[config.mk]
export PLATFORM = sky130hd
export DESIGN_NAME = digit_scan_mux
export DESIGN_NICKNAME = d
export VERILOG_FILES = /design/src/rtl/digit_scan_mux_pkg.sv /design/src/rtl/digit_scan_mux_scan_prescaler.sv /design/src/rtl/digit_scan_mux.sv
export SDC_FILE = /design/constraint.sdc
export NUM_CORES = 1
export LEC_CHECK = 0
export ABC_AREA = 1
export BUFFER_PORTS_ARGS = -buffer_cell sky130_fd_sc_hd__buf_2
export CORE_UTILIZATION = 56
export DETAILED_ROUTE_END_ITERATION = 8
export PLACE_DENSITY = 0.78
export SLEW_MARGIN = 20
export SYNTH_ARGS = -nofsm -noshare
export SYNTH_HDL_FRONTEND = slang
export SYNTH_SLANG_ARGS = --single-unit
[constraint.sdc]
create_clock -name clk -period 5.9 [get_ports clk]
set_clock_uncertainty 0.05 [all_clocks]
set_input_delay 0.59 -clock clk [delete_from_list [all_inputs] [get_ports clk]]
set_output_delay 0.59 -clock clk [all_outputs]
set_load 0.1 [all_outputs]
[src/rtl/digit_scan_mux_pkg.sv]
// Shared definitions for the digit scan multiplexer.
// Holds the scan FSM state encoding, the blank and anode-off codes, the
// digit count and a helper that sizes the prescaler counter.
package digit_scan_mux_pkg;

  typedef enum logic {
    SHOW  = 1'b0,
    GUARD = 1'b1
  } scan_state_t;

  localparam logic [3:0] BLANK_CODE = 4'hF;
  localparam logic [3:0] AN_OFF     = 4'b1111;
  localparam int         NUM_DIGITS = 4;

  // Counter width for the larger of the two phase lengths. A phase length
  // of 1 would give a zero-width counter, so the width is clamped to 1.
  function automatic int cnt_width(input int a, input int b);
    int m;
    m = (a > b) ? a : b;
    return (m > 1) ? $clog2(m) : 1;
  endfunction

endpackage

[src/rtl/digit_scan_mux_scan_prescaler.sv]
// Terminal-count prescaler for the digit scan FSM.
// Counts 0..term and wraps to 0; tc is high for the single cycle in which
// the count equals term.
// Ports:
//   clk    system clock, rising edge
//   reset  synchronous active-high reset
//   clear  restart the count from 0 on the next edge (phase change)
//   term   terminal count of the current phase
//   tc     high while count == term
module scan_prescaler #(
  parameter int WIDTH = 16
) (
  input  logic             clk,
  input  logic             reset,
  input  logic             clear,
  input  logic [WIDTH-1:0] term,
  output logic             tc
);

  logic [WIDTH-1:0] count;

  assign tc = (count == term);

  // Wrapping on tc keeps the count from ever passing the terminal value,
  // even if term shrinks while the count is above it is not possible here
  // because clear accompanies every phase change.
  always_ff @(posedge clk) begin
    if (reset || clear || tc) begin
      count <= '0;
    end else begin
      count <= count + 1'b1;
    end
  end

endmodule

[src/rtl/digit_scan_mux.sv]
// Four-digit BCD scan multiplexer for a seven-segment display.
// Cycles through digits 0..3, showing each for SCAN_DIV cycles followed by
// GUARD_CYC cycles with all anodes off. New values are captured into a
// pending register and committed to the shadow register only at the frame
// boundary, so a frame never shows a mix of old and new digits.
// Ports:
//   clk         system clock, rising edge
//   reset       synchronous active-high reset
//   en          display enable; 0 turns all anodes off, scanning continues
//   load_req    single-cycle strobe capturing din
//   din         four BCD digits, [3:0] is digit 0 (rightmost)
//   load_ack    one-cycle pulse when a value is committed to the shadow
//   frame_tick  one-cycle pulse on the digit 3 -> digit 0 wrap
//   digit_out   BCD code of the displayed digit, 4'hF means blank
//   an          active-low anode enables, an[k] selects digit k
//
// state | meaning
// ------+-------------------------------------------------------------
// SHOW  | anode of digit idx is on for SCAN_DIV cycles
// GUARD | all anodes off for GUARD_CYC cycles, then advance idx
module digit_scan_mux
  import digit_scan_mux_pkg::*;
#(
  parameter int SCAN_DIV  = 50000,
  parameter int GUARD_CYC = 16,
  parameter int LZ_BLANK  = 1
) (
  input  logic        clk,
  input  logic        reset,
  input  logic        en,
  input  logic        load_req,
  input  logic [15:0] din,
  output logic        load_ack,
  output logic        frame_tick,
  output logic [3:0]  digit_out,
  output logic [3:0]  an
);

  localparam int CW = cnt_width(SCAN_DIV, GUARD_CYC);
  localparam logic [CW-1:0] SHOW_TERM  = CW'(SCAN_DIV - 1);
  localparam logic [CW-1:0] GUARD_TERM = CW'((GUARD_CYC > 0) ? GUARD_CYC - 1 : 0);

  scan_state_t state_q, state_d;
  logic [1:0]  idx_q;
  logic [15:0] shadow_q;
  logic [15:0] pending_q;
  logic        pending_valid_q;
  logic        tc;
  logic        advance;
  logic        frame_adv;
  logic [CW-1:0] term;
  logic [NUM_DIGITS-1:0] blank;
  logic [3:0]  shadow_digit;

  assign term = (state_q == GUARD) ? GUARD_TERM : SHOW_TERM;

  scan_prescaler #(
    .WIDTH (CW)
  ) u_prescaler (
    .clk   (clk),
    .reset (reset),
    .clear (state_d != state_q),
    .term  (term),
    .tc    (tc)
  );

  always_comb begin
    state_d = state_q;
    advance = 1'b0;
    case (state_q)
      SHOW: begin
        if (tc) begin
          if (GUARD_CYC > 0) begin
            state_d = GUARD;
          end else begin
            advance = 1'b1;
          end
        end
      end
      GUARD: begin
        if (tc) begin
          state_d = SHOW;
          advance = 1'b1;
        end
      end
      default: state_d = SHOW;
    endcase
  end

  assign frame_adv  = advance && (idx_q == 2'd3);
  // Gated by reset so the strobes read 0 while reset is held, whatever
  // the parameterisation does to tc.
  assign frame_tick = frame_adv & ~reset;
  assign load_ack   = frame_adv & (load_req | pending_valid_q) & ~reset;

  always_ff @(posedge clk) begin
    if (reset) begin
      state_q         <= SHOW;
      idx_q           <= 2'd0;
      shadow_q        <= 16'h0000;
      pending_q       <= 16'h0000;
      pending_valid_q <= 1'b0;
    end else begin
      state_q <= state_d;
      if (advance) begin
        idx_q <= idx_q + 2'd1;
      end
      // A load arriving on the boundary itself is newer than anything
      // pending, so it goes straight to the shadow register.
      if (frame_adv && load_req) begin
        shadow_q        <= din;
        pending_valid_q <= 1'b0;
      end else if (frame_adv && pending_valid_q) begin
        shadow_q        <= pending_q;
        pending_valid_q <= 1'b0;
      end else if (load_req) begin
        pending_q       <= din;
        pending_valid_q <= 1'b1;
      end
    end
  end

  // Digit k blanks only when it and every digit to its left are zero.
  always_comb begin
    blank = '0;
    if (LZ_BLANK != 0) begin
      blank[3] = (shadow_q[15:12] == 4'h0);
      blank[2] = blank[3] && (shadow_q[11:8] == 4'h0);
      blank[1] = blank[2] && (shadow_q[7:4] == 4'h0);
    end
  end

  assign shadow_digit = shadow_q[4*idx_q +: 4];

  // digit_out keeps its last value while anodes are off so the decoder
  // input does not toggle during the guard interval.
  always_ff @(posedge clk) begin
    if (reset) begin
      an        <= AN_OFF;
      digit_out <= 4'h0;
    end else if ((state_q == SHOW) && en) begin
      an        <= ~(4'b0001 << idx_q);
      digit_out <= blank[idx_q] ? BLANK_CODE : shadow_digit;
    end else begin
      an <= AN_OFF;
    end
  end

endmodule

==> impl_summary.md <==
Place
Routability-driven placement finished with a final weighted congestion of roughly 0.84. Port buffering added 29 buffers. The HPWL after detailed placement is a little under 4000 µm.

GRT
Entering global routing, the biggest net connects 39 pins. The via count of the first global-routing pass is ~2,200. The initial antenna violation count came to 0. The wire length of the first global-routing pass is 9230 µm. Global routing used a little under a quarter of the available tracks.

The total overflow left after global routing is 0.

Power and ir drop
The worst-case IR drop observed on VDD is 0.000188 V. The total power after layout is 0.798 mW. The part of the power in combinational logic is under 10%. The clock share of power is 39.9%. Cell internal power was estimated by the tool at between 0.6 and 0.7 mW. Registers are responsible for a little over half of the overall power. The analysis attributes to net switching a power of about 0.19 mW. The power per cell area is around 250 mW/mm². The static leakage is 1.43 nW. In this run switching power makes up about a quarter of total power.

Final layout
Leaving out fill and tap cells, the most frequent cell in the layout is inv_1. The proportion of layout cells with a drive suffix above 1 is 12.1%. In the final design database the tool counted 450 nets. Counting the fill cells in the layout gives 443. The layout-stage area growth over the synthesis result is 11.5%.

In the layout the commonest cells are 67 x inv_1, 64 x nor2_1, 60 x dfxtp_1, 59 x nand2_1, 40 x a21oi_1. The share of the core filled with cells in the final layout is 65.4%. The final antenna diode count is 0.

Die
For this configuration, the core starts out at a cell density of about 59%. Measured along the y axis, the die boundary spans between 70 and 80 µm. During I/O placement, the number of pins put on the boundary was 30. The die span in x is between 70 and 80 µm.

The placement row count is 25. In this run the standard cell core region covers 0.00479 mm². The die footprint is around 0.0053 mm².

Drt
In this run, the number of DRC markers left after iteration 0 of detailed routing was 134. The pre-antenna-repair detailed-routing pass consisted of 4 iterations. The number of vias per cell is around 5.

In the routed design, unresolved DRC markers number 0. The routed design has roughly 5500 µm of wire. The number of nets with antenna violations after detailed routing is 0. In the final routed layout, each cell accounts on average for roughly 11 µm. The total vias in the final route is 2,488.

Logic synthesis
The synthesized area divided by synthesized cell count is 7.05 µm². The netlist area before placement is 0.00281 mm². The cell type with the highest aggregate area in the netlist is dfxtp_1.

The synthesized design devotes to its leading area cell type about 43% of total area. The net count after synthesis is around 420. The sequential area share after synthesis is between 40% and 50%. During synthesis, Yosys emitted a total of 0 warnings. Sorting the synthesized cells by area gives the leading types as dfxtp_1 43%, inv_1 9.0%, nor2_1 8.6%, nand2_1 7.9%, a21oi_1 7.1%. The count of cell types in the netlist is 24.

The flip-flop and latch count after synthesis is 60. The count of mapped cells out of synthesis is about 400.

Flow run
The count of maximum capacitance violations is 0.

Critical path
In this design, the largest share of critical-path delay is due to simple AND/OR/NAND/NOR gates. The slowest library cell on the worst path is buf_2. Data on the critical path is required at its endpoint by 5.26 ns. Counting both buffers and inverters, the worst setup path holds a total of 3.

The worst setup path is launched from a register. In this design, the stage delay of the slowest critical-path cell is about 0.43 ns. The worst setup path is captured at an output port.

The worst setup path is of the register to output port kind. In this run the critical register-to-register path is captured at shadow_q[0]. In this run the critical register-to-register path is launched from u_prescaler.count[0].

Along the worst path, the maximum fanout reaches 32. STA puts the critical path data arrival time at 3.07 ns. The worst register-to-register path has a depth of 12.

Walking the worst path, the cells encountered are ha_1 > nand2_1 > nor3_1 > nand3_1 > inv_1 > ha_1 > nand2_1 > nor2_1 > inv_2 > nor2_1 > buf_2. Setup slack on the worst reg-to-reg path comes out at 3.30 ns.

Timing
In the finished design, the share of the clock period the worst path needs comes to roughly 63%. The worst slew slack as a fraction of its limit is between 50% and 60%. Setup repair after global routing left no endpoint under its margin. The number of pins exceeding their max-slew limit in the final report is 0. Setup total negative slack on the finished layout was measured at 0 ns.

The maximum operating frequency is about 270 MHz. The final critical-path required period is between 3 and 4 ns. The hold violation total from the final report was 0. At the pin with the least slew margin, the transition time is 0.708 ns. The count of final setup violators is 0.

Worst hold path
The worst hold path begins at pending_q[14]. Counting instances, the worst hold path has a depth of 2. The type of the most critical hold path is register to register. The endpoint of the worst hold path is pending_q[14].

CTS
In this run, post-CTS hold repair placed 0 buffers. The clock tree root buffer cell is clkbuf_8. The deepest level of the CTS H-tree is 3. The total number of clock tree sinks is 60. The buffers inserted during post-CTS setup optimization is 0. No sink is reached through more buffers than the 2 on the longest clock path. After clock tree synthesis, the clock-pin slew on the worst setup and hold paths is around 0.060 ns. The total CTS buffers is 9. TritonCTS built the clock tree.

The clock latency on the worst-skew pair is around 0.34 ns. The post-cts repair resize count is 0.

Outcome
The run finished with clean final reports.
[how the worst max path moves through the flow]
stage,from,endpoint,slack (ns),cells after the start
5_1_grt,u_prescaler.count[0],load_ack,1.88,11
4_1_cts,u_prescaler.count[0],load_ack,2.17,11
3_3_place_gp,u_prescaler.count[0],load_ack,2.62,11
2_1_floorplan,u_prescaler.count[0],load_ack,2.43,11
3_5_place_dp,u_prescaler.count[0],load_ack,2.54,11
6_report,u_prescaler.count[0],load_ack,2.19,11
[per-stage QoR]
stage          setup WS (ns)  cell area, µm²  hold WS (ns)  std cells
6_report                2.19            3130         0.414        495
3_3_place_gp            2.62            2960         0.396        480
3_5_place_dp            2.54            2960         0.404        480
4_1_cts                 2.17            3130         0.414        495
2_1_floorplan           2.43            2810         0.380        398
5_1_grt                 1.88            3130         0.442        495
[cell usage after synthesis, drive strengths merged]
cell     n
clkbuf   2
xnor2    1
xor2     9
nor3b    1
o22ai    1
nor2    66
a221oi  15
buf     13
ha       6
nand3   23
nand4    3
nand2   61
a21oi   40
o21ai   23
inv     72
dfxtp   60
nor3     2
[registers in the layout, summed over array words and instances (netlist names)]
name,flops
pending_q,16
shadow_q,16
u_prescaler.count,16
an,4
digit_out,4
idx_q,2
pending_valid_q,1
state_q,1
[power groups by stage]
stage	Combinational [mW]	Clock [mW]	Sequential, mW
3_3_place_gp	0.0571	0	0.430
4_1_cts	0.0585	0.328	0.421
2_1_floorplan	0.0315	0	0.442
5_1_grt	0.0643	0.346	0.422
3_5_place_dp	0.0579	0	0.430
6_report	0.0587	0.318	0.421
[routing by layer]
layer	GRT usage, %	routed length (µm)
met1	27.7	2680
met2	38.4	2500
met3	6.63	230
met4	9.15	63
met5	0	0
[cells by family (layout without fill, tap and decap cells)]
family	Yosys count	after routing	synth area share (%)
simple gates	156	156	22.7
buf+inv	87	117	12.5
flops	60	60	42.8
xor+xnor	10	10	3.12
compound gates	79	79	16.1
fa+ha+maj	6	6	2.67
[worst min-delay path: cells and delay by family, from the launching register on]
| kind | cells | cell delay [ns] |
|---|---|---|
| simple gates | 1 | 0.06 |
| flops | 1 | 0.31 |
| compound gates | 1 | 0.05 |
[final cells by class]
| cell class | instances | area, µm² | area share (%) |
|---|---|---|---|
| Timing Repair Buffer | 30 | 153 | 4.88 |
| Clock buffer | 13 | 159 | 5.08 |
| Inverter | 72 | 270 | 8.63 |
| Tap cell | 67 | 83.8 | 2.68 |
| Clock inverter | 2 | 10.0 | 0.320 |
| Sequential cell | 60 | 1200 | 38.4 |
| Multi-Input combinational cell | 251 | 1250 | 40.0 |
(Power assumes the default switching activity.)
